File: src/rtl/game_pkg.sv
// Shared types and constants for the card arithmetic game engine.
package game_pkg;

  typedef enum logic [1:0] {
    OP_ADD = 2'd0,
    OP_SUB = 2'd1,
    OP_MUL = 2'd2,
    OP_DIV = 2'd3
  } op_t;

  typedef enum logic [2:0] {
    S_IDLE,
    S_A,
    S_OP,
    S_B,
    S_EXEC,
    S_DONE
  } state_t;

  localparam logic [3:0] KEY_OP_BASE = 4'd10;
  localparam logic [3:0] KEY_UNDO    = 4'd14;

  function automatic logic [3:0] popcount8(input logic [7:0] v);
    logic [3:0] c;
    c = '0;
    for (int i = 0; i < 8; i++) c = c + 4'(v[i]);
    return c;
  endfunction

endpackage

File: src/rtl/game_alu.sv
// Combinational move evaluator: result of a op b plus a reject flag for illegal moves.
// With GAME_EXACT_DIV_EN defined, divisions leaving a remainder are rejected.
module game_alu
  import game_pkg::*;
#(
  parameter int WIDTH = 10
) (
  input  logic [WIDTH-1:0] a,
  input  logic [WIDTH-1:0] b,
  input  op_t              op,
  output logic [WIDTH-1:0] result,
  output logic             reject
);

  logic [WIDTH:0]     sum;
  logic [2*WIDTH-1:0] prod;
  logic [WIDTH-1:0]   b_nz;
  logic [WIDTH-1:0]   quot;

  assign sum  = {1'b0, a} + {1'b0, b};
  assign prod = {{WIDTH{1'b0}}, a} * {{WIDTH{1'b0}}, b};
  // Substitute a divisor of 1 so the divider never sees zero; the move is rejected anyway.
  assign b_nz = (b == '0) ? WIDTH'(1) : b;
  assign quot = a / b_nz;

`ifdef GAME_EXACT_DIV_EN
  logic [WIDTH-1:0] rem;
  assign rem = a % b_nz;
`endif

  always_comb begin
    result = '0;
    reject = 1'b0;
    case (op)
      OP_ADD: begin
        result = sum[WIDTH-1:0];
        reject = sum[WIDTH];
      end
      OP_SUB: begin
        result = a - b;
        reject = (a < b);
      end
      OP_MUL: begin
        result = prod[WIDTH-1:0];
        reject = (prod[2*WIDTH-1:WIDTH] != '0);
      end
      OP_DIV: begin
        result = quot;
`ifdef GAME_EXACT_DIV_EN
        reject = (b == '0) || (rem != '0);
`else
        reject = (b == '0);
`endif
      end
      default: ;
    endcase
  end

endmodule

File: src/rtl/game_engine_n.sv
// N-card arithmetic game controller: keypad-driven merges, multi-level undo, win/lose flags.
// Optional build macro GAME_EXACT_DIV_EN (see game_alu) rejects inexact divisions.
module game_engine_n
  import game_pkg::*;
#(
  parameter int N_CARDS = 4,
  parameter int WIDTH   = 10,
  parameter int TARGET  = 24
) (
  input  logic                       clk,
  input  logic                       rst,
  input  logic                       start,
  input  logic                       restart,
  input  logic                       key_valid,
  input  logic [3:0]                 key_code,
  input  logic [N_CARDS*WIDTH-1:0]   deal_i,
  output logic [N_CARDS*WIDTH-1:0]   num_o,
  output logic [N_CARDS-1:0]         valid_o,
  output logic [$clog2(N_CARDS):0]   sel_o,
  output logic [1:0]                 op_o,
  output logic                       win_o,
  output logic                       lose_o,
  output logic                       err_o
);

  localparam int IW = $clog2(N_CARDS);
  localparam logic [3:0]       NK  = 4'(N_CARDS);
  localparam logic [WIDTH-1:0] TGT = WIDTH'(TARGET);

  state_t state_reg, state_next;

  logic [WIDTH-1:0] num_reg   [N_CARDS];
  logic [WIDTH-1:0] saved_reg [N_CARDS];
  logic             valid_reg [N_CARDS];
  logic [N_CARDS-1:0] valid_vec;
  logic [7:0]       valid8;

  logic [IW-1:0] a_idx_reg, b_idx_reg, sp_reg, top_idx;
  logic          sel_reg, win_reg, lose_reg, err_reg;
  logic          start_prev_reg, restart_prev_reg;
  op_t           op_reg;

  logic [IW-1:0]    stk_lo     [N_CARDS-1];
  logic [IW-1:0]    stk_hi     [N_CARDS-1];
  logic [WIDTH-1:0] stk_lo_val [N_CARDS-1];
  logic [WIDTH-1:0] stk_hi_val [N_CARDS-1];

  logic start_edge, restart_edge, key_act;
  logic card_key, op_key, undo_key;
  logic [IW-1:0] card_idx, lo_idx, hi_idx;
  op_t key_op;
  logic [WIDTH-1:0] alu_result;
  logic alu_reject, game_over;
  logic do_sel_a, do_sel_b, do_op, do_clear_sel, do_pop, do_err, do_commit;

  assign start_edge   = start & ~start_prev_reg;
  assign restart_edge = restart & ~restart_prev_reg & (state_reg != S_IDLE);
  assign key_act      = key_valid & ~start_edge & ~restart_edge;

  assign card_idx = IW'(key_code - 4'd1);
  assign card_key = key_act && (key_code != 4'd0) && (key_code <= NK) && valid_vec[card_idx];
  assign op_key   = key_act && (key_code >= KEY_OP_BASE) && (key_code < KEY_UNDO);
  assign undo_key = key_act && (key_code == KEY_UNDO);
  // Codes 10..13 map to ADD..DIV; their low two bits minus 2 (mod 4) give the enum value.
  assign key_op   = op_t'(key_code[1:0] - 2'd2);

  assign lo_idx  = (a_idx_reg < b_idx_reg) ? a_idx_reg : b_idx_reg;
  assign hi_idx  = (a_idx_reg < b_idx_reg) ? b_idx_reg : a_idx_reg;
  assign top_idx = sp_reg - IW'(1);

  always_comb begin
    valid8 = '0;
    valid8[N_CARDS-1:0] = valid_vec;
  end
  // Two cards alive before a successful merge means one survives after it.
  assign game_over = (popcount8(valid8) == 4'd2);

  game_alu #(.WIDTH(WIDTH)) u_alu (
    .a      (num_reg[a_idx_reg]),
    .b      (num_reg[b_idx_reg]),
    .op     (op_reg),
    .result (alu_result),
    .reject (alu_reject)
  );

  always_ff @(posedge clk or posedge rst) begin
    if (rst) state_reg <= S_IDLE;
    else     state_reg <= state_next;
  end

  always_comb begin
    state_next   = state_reg;
    do_sel_a     = 1'b0;
    do_sel_b     = 1'b0;
    do_op        = 1'b0;
    do_clear_sel = 1'b0;
    do_pop       = 1'b0;
    do_err       = 1'b0;
    do_commit    = 1'b0;
    if (start_edge || restart_edge) begin
      state_next = S_A;
    end else begin
      case (state_reg)
        S_A: begin
          if (card_key) begin
            do_sel_a   = 1'b1;
            state_next = S_OP;
          end else if (undo_key) begin
            if (sp_reg == '0) do_err = 1'b1;
            else              do_pop = 1'b1;
          end
        end
        S_OP: begin
          if (card_key) begin
            do_sel_a = 1'b1;
          end else if (op_key) begin
            do_op      = 1'b1;
            state_next = S_B;
          end else if (undo_key) begin
            do_clear_sel = 1'b1;
            state_next   = S_A;
          end
        end
        S_B: begin
          if (op_key) begin
            do_op = 1'b1;
          end else if (card_key && (card_idx != a_idx_reg)) begin
            do_sel_b   = 1'b1;
            state_next = S_EXEC;
          end else if (undo_key) begin
            do_clear_sel = 1'b1;
            state_next   = S_A;
          end
        end
        S_EXEC: begin
          do_clear_sel = 1'b1;
          if (alu_reject) begin
            do_err     = 1'b1;
            state_next = S_A;
          end else begin
            do_commit  = 1'b1;
            state_next = game_over ? S_DONE : S_A;
          end
        end
        S_DONE: begin
          if (undo_key) begin
            if (sp_reg == '0) begin
              do_err = 1'b1;
            end else begin
              do_pop     = 1'b1;
              state_next = S_A;
            end
          end
        end
        default: ;
      endcase
    end
  end

  always_comb begin
    sel_o  = {sel_reg, a_idx_reg};
    op_o   = op_reg;
    win_o  = win_reg;
    lose_o = lose_reg;
    err_o  = err_reg;
  end

  generate
    for (genvar gi = 0; gi < N_CARDS; gi++) begin : g_card
      always_ff @(posedge clk or posedge rst) begin
        if (rst) begin
          num_reg[gi]   <= '0;
          saved_reg[gi] <= '0;
          valid_reg[gi] <= 1'b0;
        end else if (start_edge) begin
          num_reg[gi]   <= deal_i[gi*WIDTH +: WIDTH];
          saved_reg[gi] <= deal_i[gi*WIDTH +: WIDTH];
          valid_reg[gi] <= 1'b1;
        end else if (restart_edge) begin
          num_reg[gi]   <= saved_reg[gi];
          valid_reg[gi] <= 1'b1;
        end else if (do_commit) begin
          if (lo_idx == IW'(gi)) num_reg[gi]   <= alu_result;
          if (hi_idx == IW'(gi)) valid_reg[gi] <= 1'b0;
        end else if (do_pop) begin
          if (stk_lo[top_idx] == IW'(gi)) num_reg[gi] <= stk_lo_val[top_idx];
          if (stk_hi[top_idx] == IW'(gi)) begin
            num_reg[gi]   <= stk_hi_val[top_idx];
            valid_reg[gi] <= 1'b1;
          end
        end
      end
      assign num_o[gi*WIDTH +: WIDTH] = num_reg[gi];
      assign valid_vec[gi]            = valid_reg[gi];
    end
  endgenerate

  assign valid_o = valid_vec;

  always_ff @(posedge clk or posedge rst) begin
    if (rst) begin
      start_prev_reg   <= 1'b0;
      restart_prev_reg <= 1'b0;
      a_idx_reg        <= '0;
      b_idx_reg        <= '0;
      sel_reg          <= 1'b0;
      op_reg           <= OP_ADD;
      sp_reg           <= '0;
      win_reg          <= 1'b0;
      lose_reg         <= 1'b0;
      err_reg          <= 1'b0;
    end else begin
      start_prev_reg   <= start;
      restart_prev_reg <= restart;
      err_reg          <= do_err;
      if (start_edge || restart_edge) begin
        a_idx_reg <= '0;
        sel_reg   <= 1'b0;
        op_reg    <= OP_ADD;
        sp_reg    <= '0;
        win_reg   <= 1'b0;
        lose_reg  <= 1'b0;
      end else begin
        if (do_sel_a) begin
          a_idx_reg <= card_idx;
          sel_reg   <= 1'b1;
        end
        if (do_sel_b)     b_idx_reg <= card_idx;
        if (do_op)        op_reg    <= key_op;
        if (do_clear_sel) sel_reg   <= 1'b0;
        if (do_commit) begin
          sp_reg <= sp_reg + IW'(1);
          if (game_over) begin
            win_reg  <= (alu_result == TGT);
            lose_reg <= (alu_result != TGT);
          end
        end
        if (do_pop) begin
          sp_reg   <= top_idx;
          win_reg  <= 1'b0;
          lose_reg <= 1'b0;
        end
      end
    end
  end

  // Undo history holds only state overwritten by a merge; sp_reg alone defines emptiness.
  always_ff @(posedge clk) begin
    if (do_commit) begin
      stk_lo[sp_reg]     <= lo_idx;
      stk_hi[sp_reg]     <= hi_idx;
      stk_lo_val[sp_reg] <= num_reg[lo_idx];
      stk_hi_val[sp_reg] <= num_reg[hi_idx];
    end
  end

endmodule

File: config.mk
export PLATFORM = sky130hd
export DESIGN_NAME = game_engine_n
export DESIGN_NICKNAME = d
export VERILOG_FILES = /design/src/rtl/game_pkg.sv /design/src/rtl/game_alu.sv /design/src/rtl/game_engine_n.sv
export SDC_FILE = /design/constraint.sdc
export NUM_CORES = 1
export LEC_CHECK = 0
export ABC_AREA = 1
export BUFFER_PORTS_ARGS = -buffer_cell sky130_fd_sc_hd__buf_2
export CAP_MARGIN = 20
export CELL_PAD_IN_SITES_DETAIL_PLACEMENT = 0
export CELL_PAD_IN_SITES_GLOBAL_PLACEMENT = 1
export CORE_MARGIN = 5
export CORE_UTILIZATION = 50
export DETAILED_ROUTE_END_ITERATION = 16
export PLACE_DENSITY = 0.95
export SYNTH_ARGS = -nofsm -noshare
export SYNTH_HDL_FRONTEND = slang
export SYNTH_SLANG_ARGS = --single-unit
export TNS_END_PERCENT = 50
File: constraint.sdc
create_clock -name clk -period 27.2 [get_ports clk]
set_input_delay 5.44 -clock clk [delete_from_list [all_inputs] [get_ports clk]]
set_output_delay 5.44 -clock clk [all_outputs]
set_load 0.02 [all_outputs]
==> results of run 1 <==
Yosys cell counts (4+ instances only):
master,number
inv_1,337
clkbuf_1,60
a21o_1,8
o21ai_0,175
and2_1,5
nor3_1,11
o21bai_1,8
o21a_1,5
a21oi_1,171
o22ai_1,6
a221o_1,4
ha_1,142
fa_1,65
nand3_2,5
o31ai_1,8
o221ai_1,13
edfxtp_1,72
nor2_1,248
buf_2,10
buf_4,12
o211ai_1,9
nand3_1,142
or2_2,12
xor2_1,30
o21ai_2,10
nor4_1,6
xnor2_1,11
o21ai_1,15
nand2_1,536
nand2_2,10
inv_2,9
o2111ai_1,4
a22oi_1,17
nand4_1,26
dfrtp_1,101
nand2_4,4
layer usage:
metal  track usage  part of all wire  vias up
met3        0.0637              0.11      136
met5             0                 0        -
met1         0.434              0.42     7746
met4        0.0896             0.033        0
met2         0.467              0.44      817
li1              -                 -     7755
path summary, 6_finish.rpt:
check                                          start                         to  slack [ns]  cells past startpoint
max                         b_idx_reg[0]$_DFFE_PP0P_      num_o[30]$_DFFE_PP0P_       10.15                    109
min                        saved_reg[22]$_DFFE_PP0P_  saved_reg[22]$_DFFE_PP0P_        0.54                      2
max reg2reg                 b_idx_reg[0]$_DFFE_PP0P_      num_o[30]$_DFFE_PP0P_       10.15                    109
min reg2reg                saved_reg[22]$_DFFE_PP0P_  saved_reg[22]$_DFFE_PP0P_        0.54                      2
max in group asynchronous                        rst      sp_reg[1]$_DFFE_PP0P_       20.89                      3
min in group asynchronous                        rst  saved_reg[36]$_DFFE_PP0P_        4.99                      2
critical path, delay by kind of cell, from the launching register on:
kind,cells,cell delay (ns)
AO/OA/AOI/OAI,25,3.94
buffers and inverters,11,1.29
adder cells (fa/ha/maj),10,2.96
flip-flops,1,0.81
AND/OR/NAND/NOR,63,7.91
cell type report:
type,instances,area [sq um]
Sequential cell,173,4690
Clock inverter,12,118
Clock buffer,20,437
Inverter,347,1310
Timing Repair Buffer,118,656
Fill cell,3238,15100
Multi-Input combinational cell,1731,10400
Tap cell,448,561
stage by stage:
| step | hold slack (ns) | worst slack [ns] | area (sq um) | utilization |
|---|---|---|---|---|
| final | 0.541 | 10.15 | 18200 | 0.546 |
| after global routing | 0.561 | 8.29 | 18200 | 0.546 |
| after CTS | 0.544 | 10.35 | 18200 | 0.546 |
| after detailed placement | 0.526 | 10.43 | 17600 | 0.529 |
| after global placement | 0.518 | 11.14 | 17600 | 0.528 |
| after floorplan | 0.504 | 13.36 | 16800 | - |
cell families (layout without fill, tap and decap cells):
family,after synthesis,after routing
xor gates and xnor gates,41,41
adders and majority gates,207,207
AOI/OAI and AO/OA,465,465
DFF,173,173
buffers and inverters,431,497
and+or+nand+nor,1018,1018
==> results.yml, run 1 <==
route:
  totalWireLength_um: 56800
  drtIter0Drc: 1890
  wire_per_inst_um: 19.9
  vias: 16500
  drc_errors: 0
  routed_via_density: 5.78
  ant_nets: 0
  firstDrtPassIters: 8
logic_synthesis:
  synthCells: 2335
  yosys.area_share.simple: 0.257
  synth_warnings: 0
  synth_seq_cells: 173
  syn_area_per_cell_sq_um: 7.17
  synth_top_area_cell: "dfrtp_1"
  synth_edf_count: 72
  synth-compound-area-share: 0.157
  synth_adder_area_share: 0.184
  yosys-mux-area-fraction: 0
  synth_top_family_by_area: "simple AND/OR/NAND/NOR gates"
  synthFlopType: "dfrtp_1"
  syn-cell-area_sq_um: 16800
  netlist_top_cells_area: "dfrtp_1 15%, edfxtp_1 13%, nand2_1 12%, ha_1 11%, fa_1 7.8%"
  synth-seq-area-share: 0.280
  synth_cell_types: 58
  synth_nets: 2591
  synthXorXnorAreaFrac: 0.0214
  synth.top_cell.area_share: 0.151
  async_flop_share: 0.584
clock_network:
  clockRootBuffer: "clkbuf_16"
  numCtsBuffers: 17
  htree_levels: 4
  post-cts-setup-buffers: 0
  cts.sinks: 173
  cts_resized: 0
  cts_tree: "yes"
  clk_pin_slew_ns: 0.07
  clk_latency_ns: 0.45
  cts_max_path_buffers: 2
  cts_hold_buf: 0
timing:
  worst_pin_slew_ns: 1.13
  slew_violations: 0
  finalSetupTns_ns: 0
  max_freq_mhz: 58.7
  fin_skew_ns: 0.00975
  grt_setup_unrepaired: "false"
  period_needed_ns: 17.05
  relSlewSlack: 0.241
  period_share: 0.627
  hold_viol_final: 0
  setup_viol: 0
floorplanning:
  initial_utilization: 0.503
  die-area_sq_um: 37300
  die_width_um: 193
  coreArea_sq_um: 33300
  die_h_um: 193
  rows: 67
  ios: 101
grt:
  grt_overflow: 0
  grt_pass1_wl_um: 86900
  grt_pass1_vias: 15500
  grt_antenna_before_repair: 0
  grt_max_degree: 71
  grt_usage: 0.304
final_layout:
  fin_cells: 2849
  final_common_cell: "nand2_1"
  nNetsFinal: 2644
  drive_above_1_share: 0.0883
  layout_common_cells: "536 x nand2_1, 336 x inv_1, 244 x nor2_1"
  insertedDiodeCount: 0
  area_delta_synth_final_pct: 8.47
placement:
  portBuffers: 100
  dp_hpwl_um: 43100
  place_inst: 2817
  place_congestion: 1.02
setup_path:
  cpMostUsedCell: "nand2_1"
  path_class: "reg -> reg"
  worst_path_max_delay_cell: "dfrtp_1"
  cp-end-kind: "flop"
  crit_arrival_ns: 17.42
  path_max_fanout: 24
  start_kind: "flop"
  worstPathRequired_ns: 27.57
  slowest_delay_ns: 0.81
run:
  cap_violations: 0
run_status:
  status: "finished, final reports clean"
hold_path:
  hp-class: "reg -> reg"
Power of run 1 is left out: the tool's default activity adds up to more than one toggle a clock period on the data nets, which glitch-free logic cannot reach.
==> inputs of run 2 (changes only) <==
Settings changed: CORE_UTILIZATION 50 to 46, PLACE_DENSITY 0.95 to 0.9.
Clock period 27.2 ns to 16.7 ns, I/O delays scaled along.
==> run 2 against run 1 <==
  * Die area rose by 8.2%
  * Cell count rose by 1.7%
  * Global-route usage fell by 2.5 points
  * Hold slack improved by 0.00051 ns
  * Clock skew rose by 0.0037 ns
  * Count of clock-buffer cells in the layout rose by 3
  * Core utilization fell by 2.6 points
  * Wire length rose by 2.5%
  * Setup slack got worse by 8.8 ns
  * Largest cell class unchanged
==> results.yml, run 2 (synthesis gave the netlist of run 1 again) <==
grt:
  grt_overflow: 0
  grt_pass1_vias: 15700
  grt_antenna_before_repair: 0
  grt_pass1_wl_um: 89000
  grt_max_degree: 64
  grt_usage: 0.279
timing:
  finalSetupTns_ns: 0
  relSlewSlack: 0.265
  max_freq_mhz: 65.3
  hold_viol_final: 0
  period_needed_ns: 15.32
  period_share: 0.917
  slew_violations: 0
  fin_skew_ns: 0.0134
  setup_viol: 0
  worst_pin_slew_ns: 1.09
route:
  wire_per_inst_um: 20.1
  vias: 16600
  drtIter0Drc: 2110
  routed_via_density: 5.74
  ant_nets: 0
  totalWireLength_um: 58300
  firstDrtPassIters: 9
  drc_errors: 0
final_layout:
  final_common_cell: "nand2_1"
  drive_above_1_share: 0.107
  utilization: 0.520
  area_delta_synth_final_pct: 10.9
  insertedDiodeCount: 0
  nNetsFinal: 2680
  layout_common_cells: "533 x nand2_1, 332 x inv_1, 244 x nor2_1"
clock_network:
  cts_tree: "yes"
  cts.sinks: 173
  clk_latency_ns: 0.44
  cts_max_path_buffers: 2
  numCtsBuffers: 17
  htree_levels: 4
  clockRootBuffer: "clkbuf_16"
  clk_pin_slew_ns: 0.07
setup_path:
  crit_arrival_ns: 15.64
  cp-end-kind: "flop"
  path_max_fanout: 18
  start_kind: "flop"
  path_class: "reg -> reg"
  worstPathRequired_ns: 17.02
  cpMostUsedCell: "nand2_1"
  worst_path_max_delay_cell: "or3b_2"
  slowest_delay_ns: 0.46
floorplanning:
  initial_utilization: 0.469
  rows: 69
  die-area_sq_um: 40300
  die_h_um: 201
  ios: 101
  die_width_um: 201
  coreArea_sq_um: 35700
run_status:
  status: "finished, final reports clean"
run:
  cap_violations: 0
placement:
  place_congestion: 1.01
  portBuffers: 100
  dp_hpwl_um: 44900
hold_path:
  hp-class: "reg -> reg"
run 2: cell types whose count changed in the layout (fill, tap and decap cells not counted), sizes merged:
cell      delta
buf         +34
inv          -5
clkbuf       +4
clkinvlp     +3
bufinv       +2
clkinv       -2
run 2: metal layers:
layer  wire length [um]  track usage  part of all wire
met2              25500        0.429              0.44
met4               1590       0.0686             0.027
met3               6180       0.0612              0.11
met1              25000        0.402              0.43
met5                  0            0                 0
run 2: layout make-up:
cell class                      instances  area (sq um)
Fill cell                            3556         17200
Multi-Input combinational cell       1731         10500
Sequential cell                       173          4690
Inverter                              347          1320
Timing Repair Buffer                  153           910
Tap cell                              461           577
Clock buffer                           23           479
Clock inverter                          9           133
Timing Repair inverter                  1          5.00
run 2: worst max-delay path: cells and delay by family, from the launching register on:
kind	cells	cell delay, ns
compound gates	28	4.12
flops	1	0.45
xor+xnor	1	0.24
simple gates	55	6.04
fa+ha+maj	10	3.09
buf+inv	12	1.21
run 2: worst paths after layout:
check	from	to	slack, ns	cells after the start
setup / recovery	b_idx_reg[1]$_DFFE_PP0P_	num_o[30]$_DFFE_PP0P_	1.38	106
hold / removal	saved_reg[24]$_DFFE_PP0P_	saved_reg[24]$_DFFE_PP0P_	0.54	2
setup reg to reg	b_idx_reg[1]$_DFFE_PP0P_	num_o[30]$_DFFE_PP0P_	1.38	106
hold reg to reg	saved_reg[24]$_DFFE_PP0P_	saved_reg[24]$_DFFE_PP0P_	0.54	2
max in group asynchronous	rst	b_idx_reg[1]$_DFFE_PP0P_	12.45	3
min in group asynchronous	rst	saved_reg[35]$_DFFE_PP0P_	2.94	2
run 2: repair_timing:
action,CTS,global route
hold buffers,0,0
endpoints found under the setup margin,0,10
resized for setup,0,26
setup buffers,0,14
run 2: per-stage QoR:
| stage | setup slack (ns) | hold slack (ns) | cell area, sq um | cells |
|---|---|---|---|---|
| 2_1_floorplan | 2.86 | 0.504 | 16800 | 2335 |
| 3_5_place_dp | 0.268 | 0.527 | 17800 | 2850 |
| 3_3_place_gp | 1.03 | 0.520 | 17800 | 2850 |
| 6_report | 1.38 | 0.542 | 18600 | 2898 |
| 4_1_cts | 0.198 | 0.543 | 18400 | 2882 |
| 5_1_grt | -0.0750 | 0.547 | 18600 | 2898 |
Power of run 2 is left out for the same reason.
